===== src/rtl/interval_timer_if.sv =====
// CPU register-port bundle for interval_timer: access strobe, address, data both ways and the irq line.
interface interval_timer_if;
  logic       ce;
  logic       wren;
  logic [1:0] addr;
  logic [7:0] from_cpu;
  logic [7:0] to_cpu;
  logic       irq;

  modport master (
    output ce, wren, addr, from_cpu,
    input  to_cpu, irq
  );

  modport slave (
    input  ce, wren, addr, from_cpu,
    output to_cpu, irq
  );
endinterface


===== src/rtl/interval_timer.sv =====
// 16-bit down-counting interval timer with prescaler, auto-reload/one-shot modes,
// sticky expire/overrun status and a tear-free latched count readback.
module interval_timer #(
  parameter logic [15:0] RELOAD_INIT = 16'hFFFF
) (
  input  logic             clk,
  input  logic             rst,
  interval_timer_if.slave  bus
);

  typedef enum logic [1:0] {
    REG_CNT_LO = 2'd0,
    REG_CNT_HI = 2'd1,
    REG_CTRL   = 2'd2,
    REG_STAT   = 2'd3
  } reg_sel_e;

  logic [15:0] reload;
  logic [15:0] count;
  logic [5:0]  ctrl;
  logic [6:0]  prescaler;
  logic [1:0]  status;
  logic [7:0]  hi_latch;

  reg_sel_e    sel;
  logic        en;
  logic        auto_rl;
  logic [2:0]  psel;
  logic        wr;
  logic        ctrl_wr;
  logic        stat_wr;
  logic        load;
  logic [6:0]  mask;
  logic        tick;
  logic        tick_eff;
  logic        expire;
  logic [1:0]  status_masked;
  logic [1:0]  status_nxt;
  logic [7:0]  rd_data;

  always_comb begin
    sel      = reg_sel_e'(bus.addr);
    en       = ctrl[0];
    auto_rl  = ctrl[1];
    psel     = ctrl[4:2];
    wr       = bus.ce & bus.wren;
    ctrl_wr  = wr && (sel == REG_CTRL);
    stat_wr  = wr && (sel == REG_STAT);
    load     = ctrl_wr & bus.from_cpu[7];
    mask     = 7'((8'd1 << psel) - 8'd1);
    tick     = en && ((prescaler & mask) == mask);
    // A LOAD, or a CTRL write that disables the timer, suppresses the tick entirely.
    tick_eff = tick & ~load & ~(ctrl_wr & ~bus.from_cpu[0]);
    expire   = tick_eff && (count == '0);

    status_masked = stat_wr ? (status & bus.from_cpu[1:0]) : status;
    status_nxt    = status_masked;
    // Overrun is judged against EXP after any same-cycle clear, so a clear always wins for OVR.
    if (expire) begin
      status_nxt[0] = 1'b1;
      status_nxt[1] = status_masked[1] | status_masked[0];
    end

    rd_data = '0;
    case (sel)
      REG_CNT_LO: rd_data = count[7:0];
      REG_CNT_HI: rd_data = hi_latch;
      REG_CTRL:   rd_data = {2'b00, ctrl};
      REG_STAT:   rd_data = {6'b0, status};
      default:    rd_data = '0;
    endcase
  end

  always_ff @(posedge clk) begin
    if (!rst) begin
      reload     <= RELOAD_INIT;
      count      <= RELOAD_INIT;
      ctrl       <= '0;
      prescaler  <= '0;
      status     <= '0;
      hi_latch   <= '0;
      bus.to_cpu <= '0;
      bus.irq    <= 1'b0;
    end else begin
      if (bus.ce) begin
        bus.to_cpu <= rd_data;
        if (sel == REG_CNT_LO)
          hi_latch <= count[15:8];
      end

      if (wr && (sel == REG_CNT_LO))
        reload[7:0] <= bus.from_cpu;
      if (wr && (sel == REG_CNT_HI))
        reload[15:8] <= bus.from_cpu;

      if (ctrl_wr)
        ctrl <= bus.from_cpu[5:0];
      else if (expire && !auto_rl)
        ctrl[0] <= 1'b0;

      if (load)
        prescaler <= '0;
      else if (en)
        prescaler <= prescaler + 7'd1;
      else
        prescaler <= '0;

      if (load)
        count <= reload;
      else if (tick_eff) begin
        if (count != '0)
          count <= count - 16'd1;
        else if (auto_rl)
          count <= reload;
      end

      status  <= status_nxt;
      bus.irq <= status[0];
    end
  end

endmodule

===== src/flat_wrapper.sv =====
// flat-port wrapper written by rule: the top's interface ports become plain ports
module interval_timer_flat 
#(
  parameter logic [15:0] RELOAD_INIT = 16'hFFFF
)
  (clk, rst, bus_ce, bus_wren, bus_addr, bus_from_cpu, bus_to_cpu, bus_irq);
  interval_timer_if bus_i ();
  input  logic clk;
  input  logic rst;
  input wire logic [$bits(bus_i.ce)-1:0] bus_ce;
  input wire logic [$bits(bus_i.wren)-1:0] bus_wren;
  input wire logic [$bits(bus_i.addr)-1:0] bus_addr;
  input wire logic [$bits(bus_i.from_cpu)-1:0] bus_from_cpu;
  output wire logic [$bits(bus_i.to_cpu)-1:0] bus_to_cpu;
  output wire logic [$bits(bus_i.irq)-1:0] bus_irq;
  assign bus_i.ce = bus_ce;
  assign bus_i.wren = bus_wren;
  assign bus_i.addr = bus_addr;
  assign bus_i.from_cpu = bus_from_cpu;
  assign bus_to_cpu = bus_i.to_cpu;
  assign bus_irq = bus_i.irq;
  interval_timer #(.RELOAD_INIT(RELOAD_INIT)) u_core (.clk(clk), .rst(rst), .bus(bus_i));
endmodule

===== config.mk =====
export PLATFORM = sky130hd
export DESIGN_NAME = interval_timer_flat
export DESIGN_NICKNAME = d
export VERILOG_FILES = /design/src/rtl/interval_timer_if.sv /design/src/rtl/interval_timer.sv /design/src/flat_wrapper.sv
export SDC_FILE = /design/constraint.sdc
export NUM_CORES = 1
export LEC_CHECK = 0
export CAP_MARGIN = 20
export CORE_UTILIZATION = 60
export DETAILED_ROUTE_END_ITERATION = 8
export PLACE_DENSITY = 0.81
export RECOVER_POWER = 25
export SYNTH_ARGS = -nofsm -noshare
export SYNTH_HDL_FRONTEND = slang
export SYNTH_SLANG_ARGS = --single-unit

===== constraint.sdc =====
create_clock -name clk -period 5.8 [get_ports clk]
set_clock_uncertainty 0.15 [all_clocks]
set_input_delay 0.58 -clock clk [delete_from_list [all_inputs] [get_ports clk]]
set_output_delay 0.58 -clock clk [all_outputs]
set_load 0.005 [all_outputs]

==> out/metrics.cfg, run 1 <==
[cts]
ctsResizeCount = 0
htree_levels = 3
cts.sinks = 64
path_clk_slew_ns = 0.07
clock_latency_ns = 0.34
numCtsBuffers = 9
cts_tree = built
holdBufCountCts = 0
cts_buffer_depth = 2
post_cts_buffers = 0
cts_root_buf = clkbuf_8

[setup_path]
crit_fanout = 14
critPathRequiredTime_ns = 5.93
crit_type = flop to flop
arrival_ns = 3.76
start_kind = flop
end_kind = flop

[power]
power.density_mw_per_mm2 = 261
p_leak_nw = 1.27
vdd_drop_max_uv = 185

[cells_and_area]
nFillCells = 401
fin_area_sq_mm = 0.00349
nets = 395
drive_above_1_share_pct = 7.03
antenna_cells = 0
fin_util_pct = 72.0
layout-area-overhead-vs-synth_pct = 12.6
stdcell_count = 451

[placement]
place.gp.congestion = 0.939
dp.cells = 435
io_buffers = 22
pre_cts_ws_ns = 2.10
dpl_cell_area_sq_mm = 0.00330
dp.final_hpwl_mm = 5.15

[detailed_routing]
wl_mm = 7.46
firstDrtPassIters = 5
via_per_inst = 6.15
avgRoutedWirePerCell_um = 16.5
ant_nets = 0
vias = 2774
drtIter0Drc = 368
drc = 0

[sta]
timing.max_slew.rel_slack_pct = -14.9
clock.fmax_ghz = 0.276
tightest_slew_ns = 1.72
setup_viol = 0
fin_tns_setup_ns = 0
final_max_slew_viol_count = 49
hold_viol_final = 0
finalCriticalPeriod_ns = 3.63
fin_crit_sh_pct = 62.5
rsz0062_at_grt = no
setup_ws_ns = 2.17

[die]
initial_core_util_pct = 63.9
dieArea_sq_mm = 0.00546
die_w_um = 73.9
core_sq_mm = 0.00485
pin_count = 23
rows = 25
die_height_um = 73.9

[synthesis]
ys_seq_area_share_pct = 41.3
synth.avg_cell_area_sq_um = 8.42
synth_ff_type = dfxtp_1
ys_ff_latch = 64
syn-instance-count = 368
ys_async_sr_fraction_pct = 0
synthDistinctLibCells = 49
synth_fp_nets = 384
synth_edf_count = 0
ys.warnings.count = 0
syn-cell-area_sq_mm = 0.00310

[global_routing]
grt_pass1_wl_mm = 12.6
antenna_found_initial = 0
grt_usage_pct = 31.2
grt_pass1_vias = 2517
grt_max_degree = 49
overflow = 0

[run]
drv_cap = 1

[worst_hold_path]
hp-class = flop to flop

[outcome]
failed_checks = max-capacitance violations, max-slew violations
outcome = complete, but fails checks

-- registers in the layout, summed over array words and instances (netlist names) --
name,flops
u_core.bus.to_cpu,8
u_core.status,2
u_core.hi_latch,8
u_core.count,16
u_core.bus.irq,1
u_core.reload,16
u_core.prescaler,7
u_core.ctrl,6
-- Yosys cell counts, types with 3 or more instances --
cell type | count | share of area, %
and2_1 | 9 | 1.8
nand3_1 | 26 | 4.2
nor2_1 | 35 | 4.2
o32a_1 | 12 | 3.9
buf_6 | 3 | 1.1
inv_1 | 9 | 1.1
a21boi_0 | 6 | 1.5
a41oi_1 | 4 | 1.1
a31oi_1 | 7 | 1.4
o211a_1 | 4 | 1.3
a21oi_2 | 6 | 1.7
nor4_1 | 4 | 0.81
xor2_1 | 3 | 0.85
nand4_1 | 5 | 1.0
nor2b_1 | 12 | 2.4
clkbuf_1 | 15 | 1.8
o21ai_0 | 7 | 1.1
nand2_1 | 60 | 7.3
o21ai_1 | 3 | 0.48
buf_2 | 5 | 0.81
a21oi_1 | 4 | 0.65
o211ai_1 | 5 | 1.2
or3_1 | 5 | 1.0
nor3_1 | 7 | 1.1
mux2i_1 | 16 | 5.2
dfxtp_1 | 64 | 41
-- routing by layer --
layer  wire (um)  global-route usage [%]  part of all wire (%)
met5           0                       0                     0
met4         187                    16.0                   2.5
met3         513                    4.80                   6.9
met2        3350                    46.9                    45
met1        3400                    43.1                    46
-- stage by stage --
stage	total power, W	hold slack [ns]
after floorplan	0.000508	0.287
after global placement	0.000533	0.309
after detailed placement	0.000535	0.313
after CTS	0.000913	0.333
after global routing	0.000940	0.352
final	0.000909	0.325
-- report_power, final --
group	leakage, nW	switching [W]	internal, W
clock	0.103	0.000164	0.000221
combinational	0.649	0.0000344	0.0000307
sequential	0.521	0.00000841	0.000451
total	1.27	0.000207	0.000703
-- logic make-up (layout without fill, tap and decap cells) --
| logic type | after synthesis | after routing | synth area share (%) |
|---|---|---|---|
| simple gates | 175 | 175 | 27.0 |
| mux | 19 | 19 | 6.98 |
| compound gates | 71 | 71 | 17.6 |
| flops | 64 | 64 | 41.3 |
| xor+xnor | 5 | 5 | 1.41 |
| buf+inv | 32 | 48 | 4.80 |
| fa+ha+maj | 2 | 2 | 0.807 |
-- layout make-up --
type                       count  area [sq um]  share of cell area, %
inverter                       9          33.8                  0.968
timing repair buffer          23           224                   6.42
clock buffer                  13           159                   4.55
clock inverter                 3          40.0                   1.15
sequential                    64          1280                   36.7
tap                           67          83.8                   2.40
multi-input combinational    272          1670                   47.8
-- critical path, stage by stage, from the launching register on --
cell and delay, ns:
dfxtp_1 0.35, inv_1 0.11, ha_1 0.31, nor4b_1 0.40, nand4_1 0.66, nor2_1 0.38, nor3_2 0.12, o21ai_1 0.78
o32a_1 0.30
-- cells in the final DEF, fill, tap and decap left out, types with 3 or more instances in the layout --
cell,count
a21boi_0,6
a21oi_1,4
a21oi_2,6
a31oi_1,7
a41oi_1,4
and2_1,7
clkbuf_1,3
clkbuf_8,11
clkdlybuf4s50_1,12
dfxtp_1,64
dlygate4sd3_1,10
inv_1,9
mux2i_1,16
nand2_1,60
nand3_1,26
nand4_1,5
nor2_1,35
nor2b_1,12
nor3_1,7
nor4_1,4
o211a_1,4
o211ai_1,5
o21ai_0,7
o21ai_1,3
o32a_1,12
or3_1,5
xor2_1,3
-- final timing paths --
path                        start  depth (start not counted)  slack (ns)              endpoint
max               u_core.count[0]                          8        2.17      u_core.count[12]
max reg2reg       u_core.count[0]                          8        2.17      u_core.count[12]
min reg2reg  u_core.bus.to_cpu[4]                          1        0.33  u_core.bus.to_cpu[4]
min          u_core.bus.to_cpu[4]                          1        0.33  u_core.bus.to_cpu[4]
Power figures use the tool's default switching activity.
==> run 2, diff against run 1 <==
--- a/config.mk
+++ b/config.mk
@@ -6,9 +6,9 @@
 export NUM_CORES = 1
 export LEC_CHECK = 0
 export CAP_MARGIN = 20
-export CORE_UTILIZATION = 60
+export CORE_UTILIZATION = 52
 export DETAILED_ROUTE_END_ITERATION = 8
-export PLACE_DENSITY = 0.81
+export PLACE_DENSITY = 0.75
 export RECOVER_POWER = 25
 export SYNTH_ARGS = -nofsm -noshare
 export SYNTH_HDL_FRONTEND = slang
==> constraint.sdc (replaced) <==
create_clock -name clk -period 3.1 [get_ports clk]
set_clock_uncertainty 0.15 [all_clocks]
set_input_delay 0.31 -clock clk [delete_from_list [all_inputs] [get_ports clk]]
set_output_delay 0.31 -clock clk [all_outputs]
set_load 0.005 [all_outputs]
==> run 2 against run 1 <==
The flow now finishes without violations. Combinational power rose by 100%. Register-to-register slack got worse by 1.8 ns. Critical endpoint unchanged. Clock power rose by 73%. Flip-flop and latch count did not move. Global-route usage fell by 4.6 points. Maximum frequency rose by 33%. Setup slack got worse by 1.8 ns. Non-clock buffer count rose by 11. Final cell count rose by 3.5%.
==> out/metrics.cfg, run 2 (same netlist as run 1, synthesis figures left out) <==
[detailed_routing]
wl_mm = 7.75  ; was 7.46 mm
ant_nets = 0  ; unchanged
drc = 0  ; unchanged
avgRoutedWirePerCell_um = 16.6  ; was 16.5 um
firstDrtPassIters = 5  ; unchanged
drtIter0Drc = 294  ; was 368
via_per_inst = 6.12  ; was 6.15
vias = 2857  ; was 2774

[cells_and_area]
fin_area_sq_mm = 0.00356  ; was 0.00349 sq mm
layout-area-overhead-vs-synth_pct = 14.9  ; was 12.6%
drive_above_1_share_pct = 9.37  ; was 7.03%
nFillCells = 485  ; was 401
layout_common_cells = dfxtp_1 (64), nand2_1 (60), nor2_1 (35), nand3_1 (26), mux2i_1 (16)  ; unchanged
layout_commonest_cell = dfxtp_1  ; unchanged
fin_util_pct = 63.1  ; was 72.0%
antenna_cells = 0  ; unchanged
layout.area.seq_sq_mm = 0.00128  ; unchanged
top_regs = u_core.count: 16 flops, u_core.reload: 16 flops  ; unchanged
multiInputGateArea_sq_mm = 0.00167  ; unchanged
stdcell_count = 467  ; was 451
nets = 406  ; was 395

[sta]
finalCriticalPeriod_ns = 2.73  ; was 3.63 ns
fin_crit_sh_pct = 87.9  ; was 62.5%
setup_viol = 0  ; unchanged
clock.fmax_ghz = 0.367  ; was 0.276 GHz
hold_viol_final = 0  ; unchanged
rsz0062_at_grt = no  ; unchanged
setup_ws_ns = 0.374  ; was 2.17 ns
final_max_slew_viol_count = 0  ; was 49
timing.max_slew.rel_slack_pct = 47.5  ; was -14.9%
tightest_slew_ns = 0.787  ; was 1.72 ns
fin_tns_setup_ns = 0  ; unchanged

[setup_path]
path_buf_inv = 2  ; was 1
end_kind = flop  ; unchanged
cpMostUsedCell = nor2_1
arrival_ns = 2.80  ; was 3.76 ns
r2r_start = u_core.count[0]  ; unchanged
critPathRequiredTime_ns = 3.18  ; was 5.93 ns
crit_chain = inv_1 > ha_1 > nor4b_1 > nand4_1 > buf_4 > nor2_1 > or3_4 > nor2_1 > o32a_1  ; was inv_1 > ha_1 > nor4b_1 > nand4_1 > nor2_1 > nor3_2 > o21ai_1 > o32a_1
critPathSlowestCell = nor4b_1  ; was o21ai_1
crit_type = flop to flop  ; unchanged
crit_fanout = 13  ; was 14
cp_top_family = simple AND/OR/NAND/NOR gates  ; unchanged
cpPeakStageDelay_ns = 0.37  ; was 0.78 ns
start_kind = flop  ; unchanged
worstSetupStartpoint = u_core.count[0]  ; unchanged

[die]
core_sq_mm = 0.00564  ; was 0.00485 sq mm
rows = 27  ; was 25
initial_core_util_pct = 54.9  ; was 63.9%
pin_count = 23  ; unchanged
die_height_um = 79.2  ; was 73.9 um
die_w_um = 79.2  ; was 73.9 um
dieArea_sq_mm = 0.00627  ; was 0.00546 sq mm

[global_routing]
overflow = 0  ; unchanged
grt_max_degree = 30  ; was 49
grt_usage_pct = 26.6  ; was 31.2%
grt_pass1_vias = 2528  ; was 2517
antenna_found_initial = 0  ; unchanged
grt_pass1_wl_mm = 12.8  ; was 12.6 mm

[power]
vdd_drop_max_uv = 307  ; was 185 uV
power.density_mw_per_mm2 = 465  ; was 261 mW/mm^2
p_leak_nw = 1.31  ; was 1.27 nW

[placement]
dp.cells = 451  ; was 435
pre_cts_ws_ns = 0.401  ; was 2.10 ns
place.gp.congestion = 0.880  ; was 0.939
dp.final_hpwl_mm = 5.55  ; was 5.15 mm
dpl_cell_area_sq_mm = 0.00338  ; was 0.00330 sq mm
io_buffers = 22  ; unchanged

[worst_hold_path]
hold_path.startpoint = u_core.reload[9]  ; was u_core.bus.to_cpu[4]
hp-class = flop to flop  ; unchanged

[cts]
holdBufCountCts = 0  ; unchanged
cts.sinks = 64  ; unchanged
path_clk_slew_ns = 0.07  ; about the same
clock_latency_ns = 0.34  ; about the same
htree_levels = 3  ; unchanged
cts_root_buf = clkbuf_8  ; unchanged
ctsResizeCount = 0  ; unchanged
cts_buffer_depth = 2  ; unchanged
numCtsBuffers = 9  ; unchanged
post_cts_buffers = 0  ; unchanged
cts_tree = built  ; unchanged

[run]
drv_cap = 0  ; was 1

[outcome]
outcome = finished, final reports clean  ; was complete, but fails checks

## run 2: cell types whose count changed in the layout (fill, tap and decap cells not counted)
| cell | before | now |
|---|---|---|
| buf_4 | 0 | 10 |
| and2_0 | 2 | 0 |
| and2_1 | 7 | 9 |
| bufinv_16 | 1 | 0 |
| clkbuf_1 | 3 | 4 |
| clkbuf_8 | 11 | 12 |
| clkinv_2 | 2 | 1 |
| clkinvlp_4 | 0 | 1 |
## run 2: tightest hold or removal path: stages (launching register included)
cell and delay, ns:
dfxtp_1 0.33, nand2_1 0.05, nand3_1 0.06
## run 2: path summary, 6_finish.rpt
check                      to  slack (ns)  cells after the start
max          u_core.count[12]        0.37                      9
min          u_core.reload[9]        0.32                      2
max reg2reg  u_core.count[12]        0.37                      9
min reg2reg  u_core.reload[9]        0.32                      2
## run 2: through the flow
| stage | hold slack [ns] | power, W |
|---|---|---|
| after floorplan | 0.284 | 0.000951 |
| after global placement | 0.304 | 0.00101 |
| after detailed placement | 0.310 | 0.00101 |
| after CTS | 0.328 | 0.00166 |
| after global routing | 0.343 | 0.00171 |
| final | 0.322 | 0.00166 |
## run 2: cell type report
| cell class | count | area share [%] |
|---|---|---|
| Timing Repair Buffer | 34 | 8.50 |
| Inverter | 9 | 0.948 |
| Clock buffer | 14 | 4.85 |
| Clock inverter | 2 | 0.351 |
| Tap cell | 72 | 2.53 |
| Sequential cell | 64 | 36.0 |
| Multi-Input combinational cell | 272 | 46.9 |
## run 2: per-layer routing
metal  vias to the layer above  track usage, %  part of all wire [%]
met3                        16            4.94                   7.5
met1                      1358            38.1                    47
li1                       1359               -                     -
met2                       124            38.3                    44
met4                         0            12.0                   1.9
met5                         -               0                     0
## run 2: where the power goes
| group | leakage (nW) | total [W] | internal [W] | switching (W) |
|---|---|---|---|---|
| clock network | 0.0927 | 0.000667 | 0.000355 | 0.000312 |
| logic | 0.699 | 0.000131 | 0.0000627 | 0.0000679 |
| registers | 0.521 | 0.000858 | 0.000844 | 0.0000143 |
| total | 1.31 | 0.00166 | 0.00126 | 0.000394 |
